**config.mk**
```make
export PLATFORM = sky130hd
export DESIGN_NAME = stream_demux_1xn
export DESIGN_NICKNAME = d
export VERILOG_FILES = /design/src/rtl/stream_demux_pkg.sv /design/src/rtl/stream_demux_rr_ptr.sv /design/src/rtl/stream_demux_1xn.sv
export SDC_FILE = /design/constraint.sdc
export NUM_CORES = 1
export LEC_CHECK = 0
export CAP_MARGIN = 15
export CORE_MARGIN = 3
export CORE_UTILIZATION = 35
export DETAILED_ROUTE_END_ITERATION = 12
export HOLD_SLACK_MARGIN = 0.05
export PLACE_DENSITY_LB_ADDON = 0.15
export RECOVER_POWER = 25
export REMOVE_ABC_BUFFERS = 1
export SLEW_MARGIN = 15
export SYNTH_ARGS = -nofsm -noshare
export SYNTH_HDL_FRONTEND = slang
export SYNTH_HIERARCHICAL = 1
export SYNTH_SLANG_ARGS = --single-unit
```
**constraint.sdc**
```tcl
create_clock -name clk -period 1.6 [get_ports clk]
set_input_delay 0.32 -clock clk [delete_from_list [all_inputs] [get_ports clk]]
set_output_delay 0.32 -clock clk [all_outputs]
set_load 0.02 [all_outputs]
```
**src/rtl/stream_demux_pkg.sv**
```systemverilog
// Shared types and helpers for the 1-to-N stream demultiplexer.
// The optional per-channel drain counters are enabled with the
// STREAM_DEMUX_STATS_EN macro in the top-level file.
package stream_demux_pkg;

   // The output register is either free or holds one beat plus its destination.
   typedef enum logic [0:0] {
      ST_EMPTY = 1'b0,
      ST_FULL  = 1'b1
   } state_e;

   // Width of each per-channel drain counter.
   localparam int STATS_W = 16;

   // Counter increment that sticks at the all-ones value instead of wrapping.
   function automatic logic [STATS_W-1:0] sat_inc(input logic [STATS_W-1:0] v);
      return (v == {STATS_W{1'b1}}) ? v : v + STATS_W'(1);
   endfunction

endpackage

```
**src/rtl/stream_demux_rr_ptr.sv**
```systemverilog
// Modulo-N wrap counter for round-robin steering.
// The pointer moves by one on each enabled cycle and wraps from N-1 back to 0.
module stream_demux_rr_ptr #(
   parameter int N     = 4,
   parameter int SEL_W = $clog2(N)
) (
   input  logic             clk,
   input  logic             rst_n,
   input  logic             adv_i,
   output logic [SEL_W-1:0] ptr_o
);

   logic [SEL_W-1:0] ptr_q;
   logic [SEL_W-1:0] ptr_d;

   // Next pointer: step by one on advance, wrapping at the last channel.
   always_comb begin
      ptr_d = ptr_q;
      if (adv_i) begin
         if (32'(ptr_q) == N - 1) begin
            ptr_d = '0;
         end else begin
            ptr_d = ptr_q + SEL_W'(1);
         end
      end
   end

   // Pointer register; reset points at channel 0.
   always_ff @(posedge clk or negedge rst_n) begin
      if (!rst_n) begin
         ptr_q <= '0;
      end else begin
         ptr_q <= ptr_d;
      end
   end

   assign ptr_o = ptr_q;

endmodule

```
**src/rtl/stream_demux_1xn.sv**
```systemverilog
// Registered 1-to-N stream demultiplexer.
// A single producer stream is steered into one of N consumer channels,
// either by an explicit select or round-robin. One output register holds
// the beat in flight; it refills on the same cycle it drains.
// Handshake: a beat moves across a port on a rising edge where that port's
// valid and ready are both high; valid never depends on ready of the same port.
// Optional feature: define STREAM_DEMUX_STATS_EN to add the beat_cnt port
// with one saturating drain counter per channel.
module stream_demux_1xn
   import stream_demux_pkg::*;
#(
   parameter int WIDTH = 8,
   parameter int N     = 4,
   parameter int SEL_W = $clog2(N)
) (
   input  logic             clk,
   input  logic             rst_n,
   input  logic             mode,
   input  logic [WIDTH-1:0] in_data,
   input  logic             in_valid,
   output logic             in_ready,
   input  logic [SEL_W-1:0] sel,
   output logic [WIDTH-1:0] out_data,
   output logic [N-1:0]     out_valid,
   input  logic [N-1:0]     out_ready,
   output logic             sel_err,
   output logic [SEL_W-1:0] rr_ptr
`ifdef STREAM_DEMUX_STATS_EN
   ,
   output logic [N*STATS_W-1:0] beat_cnt
`endif
);

   state_e           state_q, state_d;
   logic [SEL_W-1:0] dst_q, dst_d;
   logic [WIDTH-1:0] data_q, data_d;
   logic             sel_err_q, sel_err_d;

   logic             drain;
   logic             accept;
   logic             dst_bad;
   logic             fwd;
   logic             drop;
   logic [SEL_W-1:0] acc_dst;
   logic             rr_adv;

   // Handshake decode: drain of the held beat, acceptance of a new one, and
   // whether the new beat is forwarded or discarded for an out-of-range select.
   always_comb begin
      drain    = (state_q == ST_FULL) && out_ready[dst_q];
      in_ready = (state_q == ST_EMPTY) || out_ready[dst_q];
      accept   = in_valid && in_ready;
      acc_dst  = mode ? rr_ptr : sel;
      dst_bad  = !mode && (32'(sel) >= N);
      fwd      = accept && !dst_bad;
      drop     = accept && dst_bad;
      rr_adv   = fwd && mode;
   end

   // Next-state logic for the output register and its destination.
   always_comb begin
      state_d   = state_q;
      dst_d     = dst_q;
      data_d    = data_q;
      sel_err_d = drop;
      if (fwd) begin
         state_d = ST_FULL;
         dst_d   = acc_dst;
         data_d  = in_data;
      end else if (drain) begin
         state_d = ST_EMPTY;
      end
   end

   // Output register, destination and error pulse; reset drops any held beat.
   always_ff @(posedge clk or negedge rst_n) begin
      if (!rst_n) begin
         state_q   <= ST_EMPTY;
         dst_q     <= '0;
         data_q    <= '0;
         sel_err_q <= 1'b0;
      end else begin
         state_q   <= state_d;
         dst_q     <= dst_d;
         data_q    <= data_d;
         sel_err_q <= sel_err_d;
      end
   end

   // One-hot valid toward the destination channel only while a beat is held.
   always_comb begin
      out_valid = '0;
      for (int k = 0; k < N; k++) begin
         out_valid[k] = (state_q == ST_FULL) && (32'(dst_q) == k);
      end
   end

   assign out_data = data_q;
   assign sel_err  = sel_err_q;

   stream_demux_rr_ptr #(
      .N     (N),
      .SEL_W (SEL_W)
   ) u_rr_ptr (
      .clk   (clk),
      .rst_n (rst_n),
      .adv_i (rr_adv),
      .ptr_o (rr_ptr)
   );

`ifdef STREAM_DEMUX_STATS_EN
   logic [STATS_W-1:0] cnt_q [N];
   logic [STATS_W-1:0] cnt_d [N];

   // Count each drain on its channel, sticking at the counter maximum.
   always_comb begin
      for (int k = 0; k < N; k++) begin
         cnt_d[k] = cnt_q[k];
         if (drain && (32'(dst_q) == k)) begin
            cnt_d[k] = sat_inc(cnt_q[k]);
         end
      end
   end

   // Counter registers, cleared by reset.
   always_ff @(posedge clk or negedge rst_n) begin
      if (!rst_n) begin
         for (int k = 0; k < N; k++) begin
            cnt_q[k] <= '0;
         end
      end else begin
         for (int k = 0; k < N; k++) begin
            cnt_q[k] <= cnt_d[k];
         end
      end
   end

   // Flatten the counters onto the port, channel 0 in the low bits.
   always_comb begin
      beat_cnt = '0;
      for (int k = 0; k < N; k++) begin
         beat_cnt[k*STATS_W +: STATS_W] = cnt_q[k];
      end
   end
`endif

endmodule

```
==> flow_summary.yaml, run 1 <==
status:
  status: "finished with violations"
  violations: "setup timing"
clocking:
  path_clk_slew_ns: 0.09
  clockBufferDepth: 2
  cts_tree: "yes"
  insertion_delay_ns: 0.27
  clkSinkCount: 13
  htreeDepth: 1
  cts_root_buf: "clkbuf_4"
  numCtsBuffers: 3
  hold_buffers: 0
grt:
  grt_start_max_net_pins: 14
  grt_first_pass_wirelength_um: 3150
  grt_pass1_vias: 688
  grt_use_total_pct: 16.2
  grt_antenna_before_repair: 0
  grt_overflow: 0
worst_setup_path:
  crit_type: "reg -> out"
  endpoint_kind: "output pin"
  crit_arrival_ns: 1.38
  worstPathRequired_ns: 1.28
  crit_fanout: 5
  r2r-start: "dst_q[0]"
  r2r_setup_slack_ns: -0.09
  rr_worst_depth: 5
  timing.rr.end: "out_data[6]"
  startpoint_type: "flop"
synthesis:
  synth_top_area_share_pct: 47.0
  ys_seq_area_share_pct: 47.0
  synth.distinct_cells: 24
  synth-simple-area-share_pct: 11.6
  synthMuxAreaShare_pct: 25.5
  synth_adder_area_share_pct: 1.81
  synth_xor_xnor_area_share_pct: 0
  synth_top_cells_by_area: "dfrtp_1 47%, mux2_2 15%, mux2_4 6.5%, mux2i_1 4.3%, o221ai_4 3.8%"
  mappedNetlistArea_um2: 692
  synth-compound-area-share_pct: 10.8
  synth.ff_latch_count: 13
  synth.largest_area_cell: "dfrtp_1"
  synth_top_family_by_area: "multiplexers"
  yosysWarnings: 6
  syn_avg_cell_area_um2: 13.1
  syn_inst: 53
sta:
  finalHoldViolCount: 0
  holdWs_ns: 0.511
  slew_headroom_pct: 52.9
  period_minus_slack_ns: 1.70
  fmax_ghz: 0.588
  fin_ws_ns: -0.100
  fin_skew_ns: 0.00474
  drv_slew: 0
  rsz0062_at_grt: "yes"
  setup_viol: 10
  worst_pin_slew_ns: 0.707
  min_period_over_period_pct: 106
final_layout:
  ff_latch_area_um2: 328
  final_common_cell: "clkdlybuf4s50_1"
  mostFrequentLayoutCells: "20 x clkdlybuf4s50_1, 11 x mux2_4, 11 x dfrtp_1"
  final_cells: 124
  layout-drive-gt1-share_pct: 43.4
  nFillCells: 158
  antenna_cells: 0
  areaGrowthSynthToFinish_pct: 78.1
  multi_input_area_um2: 423
  design.final.nets: 119
worst_hold_path:
  hp-class: "reg -> reg"
  holdPathStages: 1
  min_from: "out_data[5]"
  min_to: "out_data[5]"
detailed_routing:
  routed_wl_um: 1940
  drt_pass1_iterations: 2
  viasPerCell: 5.05
  dr.first_iter.drc_count: 3
  ant_nets: 0
  vias: 626
  drc: 0
  wl_per_cell_um: 15.7
die:
  die_y_um: 50.5
  rows: 15
  dieArea_mm2: 0.00255
  start_util_pct: 38.4
  core_area_mm2: 0.00180
  ios: 34
  die_w_um: 50.5
power_and_ir_drop:
  power.leakage_nw: 0.578
  pwr_density_cell_mw_per_mm2: 1920
  irDropWorstVdd_mv: 0.980
place:
  gp_congestion: 0.740
  port_buffers: 32
  dp.cells: 117
  hpwl_um: 1390
run:
  maxCapViolations: 0
[layer usage]
metal / vias up / routed length (um) / track usage, %
li1: 281 / - / -
met1: 321 / 743 / 18.9
met2: 18 / 1070 / 30.0
met3: 6 / 86 / 2.97
met4: 0 / 44 / 4.04
met5: - / 0 / 0
[state kept, by name, summed over array words and instances, names as in the netlist]
signal          flops
u_rr_ptr/ptr_o      2
out_data            8
dst_q               2
state_q             1
[critical path, cell delays in order, from the launching register on]
cell,delay (ns)
dfrtp_2,0.45
mux2_4,0.34
a2bb2oi_4,0.18
buf_6,0.13
[cell families after synthesis]
logic type / count (synthesis)
mux: 15
simple gates: 13
flops: 13
compound gates: 8
buf+inv: 2
fa+ha+maj: 1
other cells: 1
[report_power, final]
part / total, mW / leakage, nW / internal, mW / switching, mW
logic: 1.53 / 0.414 / 0.873 / 0.661
registers: 0.634 / 0.149 / 0.495 / 0.138
clock network: 0.205 / 0.0150 / 0.0964 / 0.108
[worst max path at each step]
stage	startpoint	end	slack, ns	cells after the start
CTS	dst_q[0]	out_data[0]	-0.1	5
finish	dst_q[0]	in_ready	-0.1	3
detailed placement	out_ready[2]	in_ready	-0.59	4
global placement	out_ready[2]	in_ready	-0.55	4
floorplan	dst_q[0]	u_rr_ptr/ptr_o[1]	-0.30	4
global route	dst_q[0]	out_data[0]	-0.14	5
[synth_stat cells (all sizes together)]
library cell,number
dfrtp,13
mux2,12
mux2i,3
nand2b,3
and3,2
buf,2
nor2,2
nor2b,2
o21ai,2
a21oi,1
a221oi,1
a2bb2oi,1
and2,1
conb,1
ha,1
nand2,1
o21a,1
o221ai,1
o311ai,1
or2,1
or4b,1
[layout make-up]
class / count / share of cell area (%)
multi-input combinational: 38 / 34.3
sequential: 13 / 26.6
tap: 25 / 2.54
timing repair buffer: 44 / 34.4
clock buffer: 4 / 2.13
[per-stage QoR]
step                      setup TNS, ns  util [%]  power, mW  setup WS, ns  instance area, um^2
after floorplan                  -0.413         -       1.28        -0.297                  673
after global placement            -4.76      60.6       1.88        -0.550                 1090
after detailed placement          -4.90      60.6       1.92        -0.593                 1090
after CTS                        -0.789      65.8       2.28       -0.0956                 1190
after global routing              -1.36      68.4       2.51        -0.138                 1230
final                            -0.793      68.4       2.37        -0.100                 1230
[what timing repair did]
item / CTS / global route
buffers inserted: 3 / 0
resized for setup: 36 / 16
pin swaps: 1 / 3
setup endpoints to repair: 16 / 18
No activity file was read; power rests on OpenSTA's default activity.
==> run 2: changes to the inputs <==
--- a/config.mk
+++ b/config.mk
@@ -6,7 +6,6 @@
 export NUM_CORES = 1
 export LEC_CHECK = 0
 export CAP_MARGIN = 15
-export CORE_MARGIN = 3
 export CORE_UTILIZATION = 35
 export DETAILED_ROUTE_END_ITERATION = 12
 export HOLD_SLACK_MARGIN = 0.05
==> flow_summary.yaml, run 2 (synthesis results as in run 1) <==
worst_setup_path:
  worstPathRequired_ns: 1.28
  cp_slowest_cell: "clkdlybuf4s50_1"
  crit_type: "in -> out"
  cp_slowest_stage_delay_ns: 0.43
  rr_worst_depth: 5
  cp_num_cells: 4
  crit_arrival_ns: 1.38
  crit_chain: "clkdlybuf4s50_1 > mux2_4 > a2bb2oi_2 > buf_4"
  startpoint_type: "primary input"
  crit_family: "buffers and inverters"
  crit_fanout: 3
  cp_num_buf_inv: 2
  endpoint_kind: "output pin"
final_layout:
  ff_latch_area_um2: 328
  final_common_cell: "clkdlybuf4s50_1"
  design.final.nets: 121
  antenna_cells: 0
  areaGrowthSynthToFinish_pct: 74.3
  layout-drive-gt1-share_pct: 44.6
  mostFrequentLayoutCells: "19 x clkdlybuf4s50_1, 14 x buf_4, 11 x mux2_4, 11 x dfrtp_1, 4 x dlymetal6s2s_1"
  postLayoutCoreUtil_pct: 67.6
  stdcell_area_mm2: 0.00121
  nFillCells: 153
  multi_input_area_um2: 393
  largest_register_ffs: 8
power_and_ir_drop:
  irDropWorstVdd_mv: 0.913
  pwr_density_cell_mw_per_mm2: 1890
  p_int_mw: 1.43
  p_sw_mw: 0.846
  seqPwrFrac_pct: 27.5
  power.leakage_nw: 0.587
  design_power_total_mw: 2.28
  p_sw_share_pct: 37.1
  comb_power_share_pct: 64.1
  p_clk_share_pct: 8.4
sta:
  setup_viol: 9
  min_period_over_period_pct: 106
  worst_pin_slew_ns: 0.557
  period_minus_slack_ns: 1.70
  fmax_ghz: 0.587
  tns_ns: -0.762
  drv_slew: 0
  slew_headroom_pct: 62.7
  finalHoldViolCount: 0
  fin_skew_ns: 0.000783
  rsz0062_at_grt: "yes"
  fin_ws_ns: -0.103
status:
  violations: "setup timing"
  status: "finished with violations"
detailed_routing:
  drt_pass1_iterations: 3
  dr.first_iter.drc_count: 7
  vias: 598
  routed_wl_um: 1590
  viasPerCell: 4.75
  ant_nets: 0
  wl_per_cell_um: 12.6
  drc: 0
worst_hold_path:
  hp-class: "in -> async"
place:
  gp_congestion: 0.738
  port_buffers: 32
  hpwl_um: 1120
  place_area_mm2: 0.00108
  pre_cts_ws_ns: -0.587
run:
  maxCapViolations: 0
grt:
  grt_overflow: 0
  grt_start_max_net_pins: 14
  grt_antenna_before_repair: 0
  grt_first_pass_wirelength_um: 2450
  grt_use_total_pct: 16.7
  grt_pass1_vias: 537
die:
  start_util_pct: 38.8
  dieArea_mm2: 0.00216
  ios: 34
  die_y_um: 46.5
  core_area_mm2: 0.00178
  rows: 15
  die_w_um: 46.5
clocking:
  clockBufferDepth: 2
  insertion_delay_ns: 0.26
  cts_root_buf: "clkbuf_4"
  numCtsBuffers: 3
  path_clk_slew_ns: 0.07
  clkSinkCount: 13
  htreeDepth: 1
  hold_buffers: 0
  cts_tree: "yes"
## run 2: worst paths after layout
kind	from	end	slack [ns]
min	rst_n	out_data[3]	0.48
min reg2reg	out_data[5]	out_data[5]	0.51
min in group clk	out_data[5]	out_data[5]	0.51
max reg2reg	dst_q[0]	out_data[4]	-0.07
max	out_ready[2]	in_ready	-0.10
max in group asynchronous	rst_n	dst_q[0]	0.72
## run 2: timing repair
| action | in CTS | in global routing |
|---|---|---|
| endpoints found under the setup margin | 16 | 19 |
| pin swaps | 1 | 1 |
| buffers inserted | 6 | 0 |
| resized for setup | 35 | 11 |
## run 2: worst register-to-register path: stages (launching register included)
cell and delay (ns):
dfrtp_2 0.44, mux2_4 0.32, buf_4 0.15, o221ai_4 0.18, buf_12 0.16, mux2_4 0.31
## run 2: metal layers
layer	GRT usage (%)	share of wire, %
met1	21.2	43
met2	26.1	52
met3	7.45	5.0
met4	3.53	0
met5	0	0
## run 2: metrics by stage
stage | hold slack, ns | cells
finish | 0.479 | 126
global route | 0.499 | 126
CTS | 0.430 | 126
detailed placement | 0.493 | 116
global placement | 0.485 | 116
floorplan | 0.0244 | 51
## run 2: power groups by stage
stage / clock network, mW / registers (mW) / logic [mW]
after CTS: 0.200 / 0.622 / 1.45
after global routing: 0.221 / 0.648 / 1.56
after floorplan: 0 / 0.775 / 0.505
after global placement: 0 / 0.630 / 1.24
final: 0.191 / 0.626 / 1.46
after detailed placement: 0 / 0.631 / 1.26
## run 2: layout make-up
type                       count  area share (%)
clock buffer                   4            2.18
multi-input combinational     38            32.6
sequential                    13            27.2
tap                           25            2.59
timing repair buffer          46            35.5
==> run 3: changes to the inputs <==
--- a/config.mk
+++ b/config.mk
@@ -6,7 +6,7 @@
 export NUM_CORES = 1
 export LEC_CHECK = 0
 export CAP_MARGIN = 15
-export CORE_UTILIZATION = 35
+export CORE_UTILIZATION = 40
 export DETAILED_ROUTE_END_ITERATION = 12
 export HOLD_SLACK_MARGIN = 0.05
 export PLACE_DENSITY_LB_ADDON = 0.15
==> constraint.sdc (replaced) <==
create_clock -name clk -period 2 [get_ports clk]
set_input_delay 0.4 -clock clk [delete_from_list [all_inputs] [get_ports clk]]
set_output_delay 0.4 -clock clk [all_outputs]
set_load 0.02 [all_outputs]
==> flow_summary.yaml, run 3 (synthesis results as in run 1) <==
sta:
  holdWs_ns: 0.506
  finalHoldViolCount: 0
  period_minus_slack_ns: 1.87
  drv_slew: 0
  setup_viol: 0
  fmax_ghz: 0.535
  min_period_over_period_pct: 93.4
  worst_pin_slew_ns: 0.569
  rsz0062_at_grt: "no"
  fin_ws_ns: 0.132
  slew_headroom_pct: 62.0
  fin_skew_ns: 0.00139
final_layout:
  largest_register_ffs: 8
  postLayoutCoreUtil_pct: 68.7
  final_common_cell: "clkdlybuf4s50_1"
  antenna_cells: 0
  nFillCells: 125
  mostFrequentLayoutCells: "26 x clkdlybuf4s50_1, 12 x dfrtp_1, 9 x mux2_2"
  layout-drive-gt1-share_pct: 30.4
  areaGrowthSynthToFinish_pct: 54.8
  design.final.nets: 112
grt:
  grt_overflow: 0
  grt_use_total_pct: 16.4
  grt_first_pass_wirelength_um: 2300
  grt_antenna_before_repair: 0
  grt_pass1_vias: 539
  grt_start_max_net_pins: 14
power_and_ir_drop:
  comb_power_share_pct: 59.4
  p_sw_mw: 0.614
  p_clk_share_pct: 9.9
  pwr_density_cell_mw_per_mm2: 1500
  design_power_total_mw: 1.60
  irDropWorstVdd_mv: 0.767
  p_int_mw: 0.990
  power.leakage_nw: 0.469
  seqPwrFrac_pct: 30.7
  p_sw_share_pct: 38.3
worst_setup_path:
  cp_num_buf_inv: 2
  crit_arrival_ns: 1.47
  r2r_setup_slack_ns: 0.26
  cp_slowest_stage_delay_ns: 0.48
  crit_chain: "clkdlybuf4s50_1 > mux2_4 > a2bb2oi_1 > clkbuf_2"
  worstPathRequired_ns: 1.60
  r2r-start: "dst_q[0]"
  startpoint_type: "primary input"
  crit_fanout: 2
  crit_type: "in -> out"
  cp_num_cells: 4
  crit_family: "buffers and inverters"
  cp-startpoint: "out_ready[2]"
  timing.rr.end: "out_data[2]"
  rr_worst_depth: 4
  endpoint_kind: "output pin"
  cp_slowest_cell: "clkdlybuf4s50_1"
  crit_end: "in_ready"
clocking:
  clockBufferDepth: 2
  clkSinkCount: 13
  cts_root_buf: "clkbuf_4"
  numCtsBuffers: 3
  path_clk_slew_ns: 0.08
  insertion_delay_ns: 0.27
  hold_buffers: 0
  htreeDepth: 1
  cts_tree: "yes"
detailed_routing:
  drt_pass1_iterations: 8
  drc: 3
  dr.first_iter.drc_count: 9
  viasPerCell: 5.25
  wl_per_cell_um: 12.8
  vias: 567
  ant_nets: 0
  routed_wl_um: 1380
die:
  dieArea_mm2: 0.00190
  die_y_um: 43.6
  ios: 34
  start_util_pct: 44.4
  core_area_mm2: 0.00156
  die_w_um: 43.6
  rows: 14
place:
  hpwl_um: 1110
  gp_congestion: 0.767
  port_buffers: 32
  pre_cts_ws_ns: -0.291
run:
  maxCapViolations: 0
status:
  status: "finished with violations"
  violations: "DRC"
worst_hold_path:
  hp-class: "reg -> reg"
[run 3: cell types whose count changed in the layout (fill, tap and decap cells not counted), sizes merged]
cell,previous run,this run
dlymetal6s2s,4,0
buf,18,5
dlygate4sd2,3,4
clkdlybuf4s50,19,26
[run 3: worst register-to-register path, stage by stage (launching register included)]
cell	delay [ns]
dfrtp_2	0.45
buf_4	0.16
mux2_4	0.32
o221ai_4	0.32
mux2_2	0.38
[run 3: timing repair]
action	in CTS	in global routing
buffers inserted	0	0
gates resized for setup	8	2
endpoints found under the setup margin	5	1
[run 3: how the worst min path moves through the flow]
stage / start / cells after the start / endpoint / slack (ns)
5_1_grt: out_data[0] / 1 / out_data[0] / 0.53
4_1_cts: rst_n / 1 / out_data[2] / 0.50
3_3_place_gp: out_data[0] / 1 / out_data[0] / 0.49
3_5_place_dp: out_data[5] / 1 / out_data[5] / 0.49
6_report: out_data[1] / 1 / out_data[1] / 0.51
2_1_floorplan: rst_n / 0 / dst_q[0] / 0.10
[run 3: through the flow]
| stage | cells | area (um^2) | setup TNS [ns] |
|---|---|---|---|
| 6_report | 108 | 1070 | 0 |
| 5_1_grt | 108 | 1070 | 0 |
| 4_1_cts | 108 | 1080 | 0 |
| 3_5_place_dp | 104 | 1050 | -1.05 |
| 3_3_place_gp | 104 | 1050 | -0.708 |
| 2_1_floorplan | 51 | 673 | 0 |
[run 3: layout make-up]
type                    instances  area, um^2  area share, %
multi-input cells              38         350           32.7
repair buffers                 37         348           32.5
clock buffers                   4        26.3           2.45
flip-flops and latches         13         327           30.5
well taps                      16        20.0           1.87
[run 3: power groups by stage]
stage	Clock (mW)	Sequential, mW	Combinational (mW)
floorplan	0	0.620	0.404
global placement	0	0.494	0.982
detailed placement	0	0.497	0.993
CTS	0.167	0.495	0.968
global route	0.176	0.514	1.01
finish	0.159	0.492	0.953
[run 3: metal layers]
layer,track usage (%),up-vias,share of wire (%)
met5,0,-,0
met4,7.50,0,0.73
met1,21.7,278,45
met2,24.8,16,50
met3,4.58,2,4.4
li1,-,271,-
